## config.mk

```make
export PLATFORM = sky130hd
export DESIGN_NAME = fb_loader
export DESIGN_NICKNAME = d
export VERILOG_FILES = /design/src/rtl/fb_loader.sv
export SDC_FILE = /design/constraint.sdc
export NUM_CORES = 1
export LEC_CHECK = 0
export CORE_MARGIN = 4
export CORE_UTILIZATION = 50
export DETAILED_ROUTE_END_ITERATION = 7
export DONT_BUFFER_PORTS = 1
export GPL_TIMING_DRIVEN = 0
export SYNTH_ARGS = -nofsm -noshare
export SYNTH_HDL_FRONTEND = slang
export SYNTH_SLANG_ARGS = --single-unit
```

## constraint.sdc

```tcl
create_clock -name clk -period 3.48 [get_ports clk]
set_clock_uncertainty 0.1 [all_clocks]
set_input_delay 0.348 -clock clk [delete_from_list [all_inputs] [get_ports clk]]
set_output_delay 0.348 -clock clk [all_outputs]
set_load 0.1 [all_outputs]
```

## src/rtl/fb_loader.sv

```systemverilog
// fb_loader: packs pairs of incoming pixel bytes into 16-bit frame-buffer word writes.
// Ports:
//   clk, reset_n      - single clock, synchronous active-low reset
//   byte_in/valid     - pixel byte stream (8 pixels per byte), accepted when byte_ready is high
//   byte_ready        - loader can accept a byte this cycle
//   frame_start       - restart at word 0, dropping any half-packed word
//   clear_req         - zero-fill the whole frame (only with FB_LOADER_CLEAR_EN defined)
//   write_address/data, load - one-cycle frame-buffer write strobe with address and data
//   frame_done        - pulses with the load of the last word of a frame
// Build option: define FB_LOADER_CLEAR_EN to add clear_req and the CLEAR state.
module fb_loader #(
    parameter int WORDS_PER_FRAME = 24000,
    parameter bit HIGH_FIRST      = 1'b1
) (
    input  logic        clk,
    input  logic        reset_n,
    input  logic [7:0]  byte_in,
    input  logic        byte_valid,
    output logic        byte_ready,
    input  logic        frame_start,
`ifdef FB_LOADER_CLEAR_EN
    input  logic        clear_req,
`endif
    output logic [15:0] write_address,
    output logic [15:0] write_data,
    output logic        load,
    output logic        frame_done
);
    localparam logic [15:0] LAST = 16'(WORDS_PER_FRAME - 1);

`ifdef FB_LOADER_CLEAR_EN
    typedef enum logic [1:0] {ACCEPT_HI, ACCEPT_LO, CLEAR} state_t;
`else
    typedef enum logic {ACCEPT_HI, ACCEPT_LO} state_t;
`endif

    state_t      state, state_n, eff_state;
    logic [15:0] ptr, ptr_n, eff_ptr, addr_n, data_n;
    logic [7:0]  held, held_n;
    logic        load_n, done_n, accept;

`ifdef FB_LOADER_CLEAR_EN
    assign byte_ready = reset_n && state != CLEAR;
`else
    assign byte_ready = reset_n;
`endif
    assign accept = byte_valid && byte_ready;

    always_ff @(posedge clk) begin
        if (!reset_n) begin
            state         <= ACCEPT_HI;
            ptr           <= '0;
            held          <= '0;
            write_address <= '0;
            write_data    <= '0;
            load          <= 1'b0;
            frame_done    <= 1'b0;
        end else begin
            state         <= state_n;
            ptr           <= ptr_n;
            held          <= held_n;
            write_address <= addr_n;
            write_data    <= data_n;
            load          <= load_n;
            frame_done    <= done_n;
        end
    end

    always_comb begin
        state_n   = state;
        ptr_n     = ptr;
        held_n    = held;
        addr_n    = write_address;
        data_n    = write_data;
        load_n    = 1'b0;
        done_n    = 1'b0;
        // frame_start takes effect before a byte accepted in the same cycle
        eff_state = frame_start ? ACCEPT_HI : state;
        eff_ptr   = frame_start ? '0 : ptr;
`ifdef FB_LOADER_CLEAR_EN
        if (state == CLEAR) begin
            // Leave only after the last zero word is on the bus, keeping byte_ready low through it
            if (frame_done) begin
                state_n = ACCEPT_HI;
            end else begin
                load_n = 1'b1;
                addr_n = ptr;
                data_n = '0;
                done_n = ptr == LAST;
                ptr_n  = ptr == LAST ? '0 : ptr + 16'd1;
            end
        end else if (clear_req) begin
            state_n = CLEAR;
            ptr_n   = '0;
            held_n  = '0;
        end else
`endif
        if (!accept) begin
            state_n = eff_state;
            ptr_n   = eff_ptr;
            held_n  = frame_start ? '0 : held;
        end else if (eff_state == ACCEPT_HI) begin
            state_n = ACCEPT_LO;
            ptr_n   = eff_ptr;
            held_n  = byte_in;
        end else begin
            state_n = ACCEPT_HI;
            ptr_n   = eff_ptr == LAST ? '0 : eff_ptr + 16'd1;
            held_n  = '0;
            load_n  = 1'b1;
            addr_n  = eff_ptr;
            data_n  = HIGH_FIRST ? {held, byte_in} : {byte_in, held};
            done_n  = eff_ptr == LAST;
        end
    end
endmodule

```

==> flow_metrics.tcl <==
set metrics [dict create \
    met1_length_microns 2710 \
    path_class "primary input to flop" \
    syn_inst 266 \
    p_leak_uw 0.000987 \
    powerDensity_nw_per_um2 505 \
    vias 1849 \
    ir_drop_uv 289 \
    route.met2.wl_microns 2350 \
    cts_hold_buf 0 \
    swShare_pct 25.1 \
    first_pass_iters 5 \
    start_util_pct 51.8 \
    r2r_start "ptr[1]$_SDFF_PN0_" \
    required_ps 3600 \
    die_area_sq_um 6070 \
    fp.dieH_microns 77.9 \
    power.internal_uw 1030 \
    timing.rr.end "ptr[10]$_SDFF_PN0_" \
    combPwrFrac_pct 3.7 \
    instances_no_fill 349 \
    nets 291 \
    pin_count 47 \
    synth_seq_cells 59 \
    synth_nets 280 \
    drive_gt1_share_pct 8.87 \
    antenna_found_initial 0 \
    crit_fanout 10 \
    diodes 0 \
    pwr-share-clk_pct 45.9 \
    ys_warn_count 0 \
    holdPathStages 2 \
    port-buffer-count 0 \
    ys_types 40 \
    yosysMostFrequentCell "dfxtp_1" \
    maxSlewViolCount 0 \
    overflow 0 \
    grt_pass1_vias 1764 \
    wire_per_inst_microns 15.8 \
    syn_to_final_growth_pct 11.7 \
    min_period_over_period_pct 61.9 \
    grt_usage_pct 19.5 \
    drc 0 \
    whs_endpoint "write_data[1]$_SDFFE_PN0P_" \
    synth_top_cell_area_share_pct 48.3 \
    multiInputGateArea_sq_um 1180 \
    htreeDepth 3 \
    drtIter0Drc 72 \
    synth_edf_count 0 \
    fp.coreArea_sq_um 4720 \
    seq_area_sq_um 1180 \
    yosysTopAreaCell "dfxtp_1" \
    yosys-top-cells-count "59 x dfxtp_1, 50 x nor2_1, 24 x mux2i_1" \
    route.met3.wl_microns 347 \
    viasPerCell 5.30 \
    reg2reg_depth 7 \
    antenna_left 0 \
    cts_resized 0 \
    yosys-top-cells-area "dfxtp_1 48%, mux2i_1 9.8%, nor2_1 7.7%" \
    rsz0062_at_grt "false" \
    critPathArrivalTime_ps 2270 \
    power.switching_uw 346 \
    numCtsBuffers 9 \
    gp_congestion 0.825 \
    finalSetupViolations 0 \
    hp-class "primary input to flop" \
    post-route-min-period_ps 2150 \
    clock-root-buffer "clkbuf_8" \
    fill_cells 443 \
    critPathCaptureType "flop" \
    seq_area_frac_synth_pct 48.3 \
    netlist_area_sq_um 2440 \
    wirelength_microns 5530 \
    die_w_microns 77.9 \
    hpwlAfterDp_microns 3830 \
    worst_pin_slew_ps 994 \
    max_freq_ghz 0.464 \
    grt_pass1_wl_microns 9100 \
    hp-start "byte_in[1]" \
    finalSetupTns_ps 0 \
    top_layer_used "met4" \
    slew_headroom_pct 33.7 \
    numClockSinks 59 \
    cts_tree "yes" \
    cts_setup_buffers 0 \
    r2r_slack_ps 1370 \
    async_reset_ff_share_pct 0 \
    clkTransAtPathRegs_ps 80 \
    final-hold-violation-count 0 \
    cts_max_path_buffers 2 \
    dpl.cell_count 333 \
    fp-row-count 25 \
    syn-mean-instance-area_sq_um 9.19 \
    worst_setup_path_start_kind "primary input" \
    grt_max_degree 13 \
    power_uw 1380 \
    power_frac_seq_pct 50.4 \
    status "complete, no violations" \
    cap_viol_max_count 0 \
    synth_ff_type "dfxtp_1" \
    worstSkewPairLatency_ps 350 \
]
## worst max-delay path, cell delays in order
cell	delay, ps
clkbuf_1	370
nand2_1	200
inv_1	130
ha_1	190
clkbuf_1	330
buf_2	410
mux2i_1	240
nor2_1	50
## layer usage
metal | global-route usage (%) | vias to the layer above
met5 | 0 | -
met4 | 9.44 | 0
met3 | 5.80 | 10
met2 | 28.2 | 52
met1 | 26.4 | 850
li1 | - | 937
## per-stage QoR
step | hold WS, ps | utilization, % | setup WS (ps) | instance area (sq um)
floorplan | 365 | - | 1460 | 2440
finish | 49.1 | 57.8 | 1330 | 2730
CTS | 49.5 | 57.8 | 1320 | 2730
detailed placement | 388 | 53.5 | 960 | 2530
global route | 67.8 | 57.8 | 1050 | 2730
global placement | 384 | 53.5 | 929 | 2530
## flip-flops by register name (all words and copies together) (netlist names)
register,count
write_address,16
state,1
load,1
ptr,16
frame_done,1
held,8
write_data,16
## cells in the final DEF (no fill, tap or decap), types with 2 or more instances in the layout
master     n
dfxtp_1   59
nor2_1    50
mux2i_1   24
a21oi_1   13
nor2b_1   10
clkbuf_1  10
nand2_1   10
nand2b_1   9
nand3_1    9
clkbuf_8   9
a22oi_1    8
inv_1      7
nand3b_1   6
nor3_1     5
nand4_1    5
and2_1     4
xor2_1     4
nand4b_1   3
clkinv_4   3
buf_2      2
and4b_1    2
or3_1      2
o21ai_0    2
and3_1     2
xnor2_1    2
ha_1       2
## final cells by class
cell class | count | share of cell area [%]
Sequential cell | 59 | 43.3
Clock buffer | 9 | 4.54
Buffer | 13 | 2.02
Inverter | 8 | 1.10
Multi-Input combinational cell | 186 | 43.2
Tap cell | 67 | 3.07
Clock inverter | 7 | 2.84
## cell families (layout without fill, tap and decap cells)
group,after synthesis,after routing,synth area share (%)
AND/OR/NAND/NOR,127,127,27.8
flip-flops,59,59,48.3
AO/OA/AOI/OAI,27,27,7.37
multiplexers,24,24,9.83
buffers and inverters,21,37,3.48
XOR/XNOR,6,6,2.15
adder cells (fa/ha/maj),2,2,1.02
## power by group through the flow
stage / Combinational [uW] / Clock (uW) / Sequential [uW]
final: 50.4 / 633 / 695
after global routing: 55.9 / 668 / 696
after CTS: 50.6 / 640 / 695
after detailed placement: 50.6 / 0 / 710
after global placement: 50.9 / 0 / 710
after floorplan: 39.1 / 0 / 709
## worst max-delay path by stage
| stage | startpoint | depth (start not counted) | to |
|---|---|---|---|
| 3_3_place_gp | reset_n | 8 | write_address[12]$_SDFFE_PN0P_ |
| 4_1_cts | reset_n | 8 | write_address[12]$_SDFFE_PN0P_ |
| 3_5_place_dp | reset_n | 8 | write_address[12]$_SDFFE_PN0P_ |
| 5_1_grt | reset_n | 8 | write_data[0]$_SDFFE_PN0P_ |
| 2_1_floorplan | frame_start | 8 | ptr[14]$_SDFF_PN0_ |
| 6_report | reset_n | 8 | write_data[2]$_SDFFE_PN0P_ |
No activity file was read; power rests on OpenSTA's default activity.
